[config.mk]
export PLATFORM = sky130hd
export DESIGN_NAME = psum_spad_acc
export DESIGN_NICKNAME = d
export VERILOG_FILES = /design/src/rtl/psum_pkg.sv /design/src/rtl/psum_acc_alu.sv /design/src/rtl/psum_spad_acc.sv
export SDC_FILE = /design/constraint.sdc
export NUM_CORES = 1
export LEC_CHECK = 0
export BUFFER_PORTS_ARGS = -buffer_cell sky130_fd_sc_hd__buf_4
export CORE_ASPECT_RATIO = 1.5
export CORE_MARGIN = 1.5
export CORE_UTILIZATION = 40
export DETAILED_ROUTE_END_ITERATION = 7
export PLACE_DENSITY = 0.58
export SLEW_MARGIN = 10
export SYNTH_ARGS = -nofsm -noshare
export SYNTH_HDL_FRONTEND = slang
export SYNTH_SLANG_ARGS = --single-unit
export TNS_END_PERCENT = 50
[constraint.sdc]
create_clock -name clk -period 7.6 [get_ports clk]
set_input_delay 0.38 -clock clk [delete_from_list [all_inputs] [get_ports clk]]
set_output_delay 0.38 -clock clk [all_outputs]
set_load 0.02 [all_outputs]
[src/rtl/psum_pkg.sv]
// Shared constants and pipeline op type for the partial-sum scratchpad.
package psum_pkg;

  localparam int IN_W_D   = 8;
  localparam int PSUM_W_D = 16;
  localparam int DEPTH_D  = 64;
  localparam int ADDR_W_D = $clog2(DEPTH_D);
  localparam int STAGES   = 2;

  localparam logic [PSUM_W_D-1:0] PSUM_MAX = {1'b0, {(PSUM_W_D-1){1'b1}}};
  localparam logic [PSUM_W_D-1:0] PSUM_MIN = {1'b1, {(PSUM_W_D-1){1'b0}}};

  typedef struct packed {
    logic                acc;
    logic [ADDR_W_D-1:0] addr;
    logic [PSUM_W_D-1:0] data;
  } psum_op_t;

endpackage

[src/rtl/psum_acc_alu.sv]
// Combinational sign-extend and accumulate/pass with signed overflow detect.
// PSUM_SAT_EN: clamp overflowing accumulates instead of wrapping.
module psum_acc_alu
  import psum_pkg::*;
#(
  parameter int IN_W   = IN_W_D,
  parameter int PSUM_W = PSUM_W_D
) (
  input  logic [IN_W-1:0]   in_data,
  output logic [PSUM_W-1:0] ext,
  input  logic              acc,
  input  logic [PSUM_W-1:0] old,
  input  logic [PSUM_W-1:0] operand,
  output logic [PSUM_W-1:0] res,
  output logic              ovf
);

  localparam int MSB = PSUM_W - 1;
  localparam logic [PSUM_W-1:0] SMAX = {1'b0, {(PSUM_W-1){1'b1}}};
  localparam logic [PSUM_W-1:0] SMIN = {1'b1, {(PSUM_W-1){1'b0}}};

  logic [PSUM_W-1:0] sum;

  assign ext = PSUM_W'($signed(in_data));

  always_comb begin
    sum = old + operand;
    ovf = acc & (old[MSB] == operand[MSB]) & (sum[MSB] != operand[MSB]);
    res = acc ? sum : operand;
`ifdef PSUM_SAT_EN
    // Both operands share a sign on overflow, so the operand sign picks the rail.
    if (ovf) res = operand[MSB] ? SMIN : SMAX;
`else
    if (ovf) res = sum;
`endif
  end

endmodule

[src/rtl/psum_spad_acc.sv]
// Partial-sum scratchpad: two-stage RMW write pipe with forwarding, registered
// read port, valid-bit clear, sticky overflow. PSUM_SAT_EN selects saturation.
module psum_spad_acc
  import psum_pkg::*;
#(
  parameter int IN_W   = IN_W_D,
  parameter int PSUM_W = PSUM_W_D,
  parameter int DEPTH  = DEPTH_D,
  parameter int ADDR_W = $clog2(DEPTH)
) (
  input  logic              clk,
  input  logic              rst_n,
  input  logic              clr,
  input  logic              wr_en,
  input  logic              wr_acc,
  input  logic [ADDR_W-1:0] wr_addr,
  input  logic [IN_W-1:0]   wr_data,
  input  logic              rd_en,
  input  logic [ADDR_W-1:0] rd_addr,
  output logic [PSUM_W-1:0] rd_data,
  output logic              rd_valid,
  output logic              ovf
);

  localparam logic [ADDR_W:0] DEPTH_L = DEPTH[ADDR_W:0];

  logic [PSUM_W-1:0] mem [DEPTH];
  logic [DEPTH-1:0]  ent_vld;
  logic [STAGES:1]   vld_pipe;

  psum_op_t          s1;
  logic [PSUM_W-1:0] s1_old;
  logic [ADDR_W-1:0] s2_addr;
  logic [PSUM_W-1:0] s2_data;

  logic [PSUM_W-1:0] wr_ext, old, alu_res;
  logic              alu_ovf, wr_ok, rd_ok, commit;

  assign wr_ok  = wr_en & ({1'b0, wr_addr} < DEPTH_L);
  assign rd_ok  = {1'b0, rd_addr} < DEPTH_L;
  assign commit = vld_pipe[1] & ~clr;

  // s1_old was sampled at the same edge S2 committed; forward that commit if it hit us.
  assign old = (vld_pipe[2] && (s2_addr == s1.addr)) ? s2_data : s1_old;

  psum_acc_alu #(.IN_W(IN_W), .PSUM_W(PSUM_W)) u_alu (
    .in_data (wr_data),
    .ext     (wr_ext),
    .acc     (s1.acc),
    .old     (old),
    .operand (s1.data),
    .res     (alu_res),
    .ovf     (alu_ovf)
  );

  always_ff @(posedge clk or negedge rst_n) begin
    if (!rst_n) begin
      vld_pipe <= '0;
      ent_vld  <= '0;
      s1       <= '0;
      s1_old   <= '0;
      s2_addr  <= '0;
      s2_data  <= '0;
      ovf      <= 1'b0;
      rd_data  <= '0;
      rd_valid <= 1'b0;
    end else begin
      rd_valid <= rd_en;
      if (rd_en) rd_data <= (rd_ok && ent_vld[rd_addr]) ? mem[rd_addr] : '0;

      if (clr) begin
        vld_pipe <= '0;
        ent_vld  <= '0;
        ovf      <= 1'b0;
      end else begin
        vld_pipe <= {vld_pipe[1], wr_ok};
        if (wr_ok) begin
          s1     <= '{acc: wr_acc, addr: wr_addr, data: wr_ext};
          s1_old <= ent_vld[wr_addr] ? mem[wr_addr] : '0;
        end
        if (commit) begin
          ent_vld[s1.addr] <= 1'b1;
          s2_addr          <= s1.addr;
          s2_data          <= alu_res;
          ovf              <= ovf | alu_ovf;
        end
      end
    end
  end

  // Storage array has no reset; validity is tracked by ent_vld.
  always_ff @(posedge clk) begin
    if (commit) mem[s1.addr] <= alu_res;
  end

endmodule

==> out/qor.csv <==
stage,metric,value,unit
clock_tree,cts_setup_buffers,0,
critical_path,worst_path_max_delay_cell,nor4_4,
run,cap_viol_max_count,0,
power,peakVddDrop,0.000176,V
global_route,grt_pass1_wl,242000,um
synth,yosysWarnings,0,
cells_and_area,drive_gt1_share,34.9,%
clock_tree,htreeDepth,3,
synth,ys.flop_type,edfxtp_1,
sta,rsz0062_at_grt,no,
sta,tightest_slew,1210,ps
global_route,grt_max_degree,88,
synth,synth.most_common_cell,edfxtp_1,
routing,drcViolationCount,0,
synth,avgSynthCellArea,18.8,um2
die,num_rows,165,
sta,setup_viol,0,
routing,drt.antenna.violating_nets,0,
synth,async_reset_ff_share,11.8,%
cells_and_area,fin_util,45.2,%
clock_tree,path_clk_slew,60,ps
die,die_h,456,um
clock_tree,cts-resized-gates,0,
cells_and_area,syn2layout_area_growth,11.8,%
sta,fmax,175,MHz
synth,ys_seq_area_share,62.6,%
sta,fin_skew,50.7,ps
sta,finalCritPeriodShare,75.1,%
synth,synth_fp_nets,2954,
critical_path,cp.arrival,6070,ps
critical_path,cp_top_family,simple AND/OR/NAND/NOR gates,
die,start_util,40.4,%
synth,synth.area.top_cells,"edfxtp_1, mux4_2, dfrtp_1",
routing,drt_wl_total,170000,um
critical_path,crit_top_cell,mux2_2,
synth,syn-cell-area,54600,um2
synth,synth.distinct_cells,56,
cells_and_area,nNetsFinal,2970,
critical_path,slowest_delay,910,ps
critical_path,crit_fanout,64,
die,die_width,305,um
critical_path,start_kind,flip-flop,
sta,relSlewSlack,19.0,%
die,die_area,139000,um2
clock_tree,clk_latency,750,ps
global_route,grt_antenna_before_repair,8,
synth,synthTopCellsByCount,"edfxtp_1, mux4_2, nand2_1, dfrtp_1, clkbuf_1",
status,status,completed,
critical_path,end_kind,flip-flop,
sta,finalHoldViolations,0,
sta,final.setup.worst_slack,1890,ps
placed_design,post-place-ws,1920,ps
sta,min_period,5710,ps
synth,yosys.area.top_type,edfxtp_1,
placed_design,port_buffers,43,
synth,syn_inst,2911,
hold_path,hp-class,primary input to flip-flop,
routing,avgRoutedWirePerCell,35.6,um
clock_tree,root_buffer,clkbuf_16,
critical_path,crit_chain,"xnor2_1, nand4_1, nor4_4, mux2_2, ha_1, fa_1, a21oi_1, o22ai_1, a41oi_1, a21boi_0, a31oi_1, mux2_2, nand2_2",
placed_design,globalplace.congestion,0.897,
clock_tree,cts_hold_buffers,11,
critical_path,required,7960,ps
critical_path,path_buf_inv,0,
power,power_per_cell_area,247,nW/um2
sta,fin_setup_tns,0,ps
cells_and_area,fillCellCount,11263,
routing,vias,30660,
global_route,grt_pass1_vias,32912,
clock_tree,cts_buffer_depth,3,
routing,drt_iter0_markers,3162,
die,core,135000,um2
global_route,track_usage,24.6,%
clock_tree,cts-buffers-inserted,107,
synth,synth-edff-count,1024,
die,pin_count,44,
routing,drtPass1Iterations,5,
placed_design,dp.final_hpwl,101000,um
routing,via_per_inst,6.42,
synth,synth_top_cell_area_share,56.3,%
critical_path,crit_type,flip-flop to flip-flop,
global_route,gr-total-overflow,0,
sta,slew_violations,0,
power,power_leakage,19.7,nW
synth,ys_ff_latch,1161,
clock_tree,cts_sinks,1161,
clock_tree,cts_tree,yes,
metal layers:
layer / global-route usage (%) / up-vias / share of wire (%)
met3: 3.44 / 344 / 6.3
li1: - / 12299 / -
met5: 0 / - / 0.015
met1: 29.1 / 16658 / 35
met4: 15.0 / 4 / 6.7
met2: 42.6 / 1355 / 52
report_power, final:
part | switching [mW] | leakage, nW | total (mW) | internal, mW
combinational | 1.24 | 6.76 | 1.84 | 0.590
sequential | 0.0777 | 11.1 | 7.52 | 7.44
clock | 2.49 | 1.80 | 5.72 | 3.23
total | 3.82 | 19.7 | 15.1 | 11.3
final timing paths:
| path | from | endpoint | slack [ps] | cells after the start |
|---|---|---|---|---|
| max | s1[20] | mem[56][14] | 1890 | 13 |
| min | clr | ovf | 270 | 2 |
| max reg2reg | s1[20] | mem[56][14] | 1890 | 13 |
| min reg2reg | s2_data[0] | s2_data[0] | 480 | 2 |
| max in group asynchronous | rst_n | rd_data[8] | 5900 | 3 |
| min in group asynchronous | rst_n | ent_vld[62] | 310 | 2 |
worst reg2reg max path, cell delays in order (launching register included):
cell,delay [ps]
dfrtp_1,490
xnor2_1,240
nand4_1,170
nor4_4,910
mux2_2,430
ha_1,220
fa_1,430
a21oi_1,210
o22ai_1,160
a41oi_1,390
a21boi_0,220
a31oi_1,220
mux2_2,370
nand2_2,840
cells by family (layout without fill, tap and decap cells):
logic type               Yosys count  in the layout  share of synthesized area [%]
AO/OA/AOI/OAI                    342            342                           4.49
other                              0              5                              0
buffers and inverters            313            423                           2.61
multiplexers                     749            749                           27.1
flip-flops                      1161           1161                           62.6
AND/OR/NAND/NOR                  312            312                           2.56
adder cells (fa/ha/maj)           17             17                          0.403
XOR/XNOR                          17             17                          0.273
cells in the final DEF (no fill, tap or decap), types with 71 or more instances in the layout:
cell type	count
nand2_1	140
inv_1	71
clkbuf_16	108
mux4_2	574
dfrtp_1	137
o22ai_1	103
mux2_2	89
buf_4	119
mux2i_1	85
edfxtp_1	1024
sequential cells by signal, indices dropped and copies added, names as in the netlist:
register / cells
mem: 1024
ent_vld: 64
rd_data: 16
s1_old: 16
s2_data: 16
s1: 15
s2_addr: 6
vld_pipe: 2
ovf: 1
rd_valid: 1
per-stage QoR:
step / total power, mW / cells / hold slack (ps) / cell area (um2)
floorplan: 8.74 / 2911 / 84.4 / 54600
global placement: 9.42 / 4559 / 461 / 57200
detailed placement: 9.48 / 4559 / 462 / 57200
CTS: 15.2 / 4773 / 224 / 61000
global route: 15.5 / 4775 / 287 / 61100
finish: 15.1 / 4779 / 272 / 61100
cell type report:
cell class	instances	area [um2]	area share, %
sequential	1161	34200	56.0
multi-input combinational	1437	19400	31.8
clock buffer	128	2800	4.58
tap	1753	2190	3.59
timing repair buffer	147	1300	2.12
clock inverter	75	897	1.47
inverter	73	274	0.449
antenna	5	12.5	0.0205
Note: power is estimated with default switching activity, not from simulation.
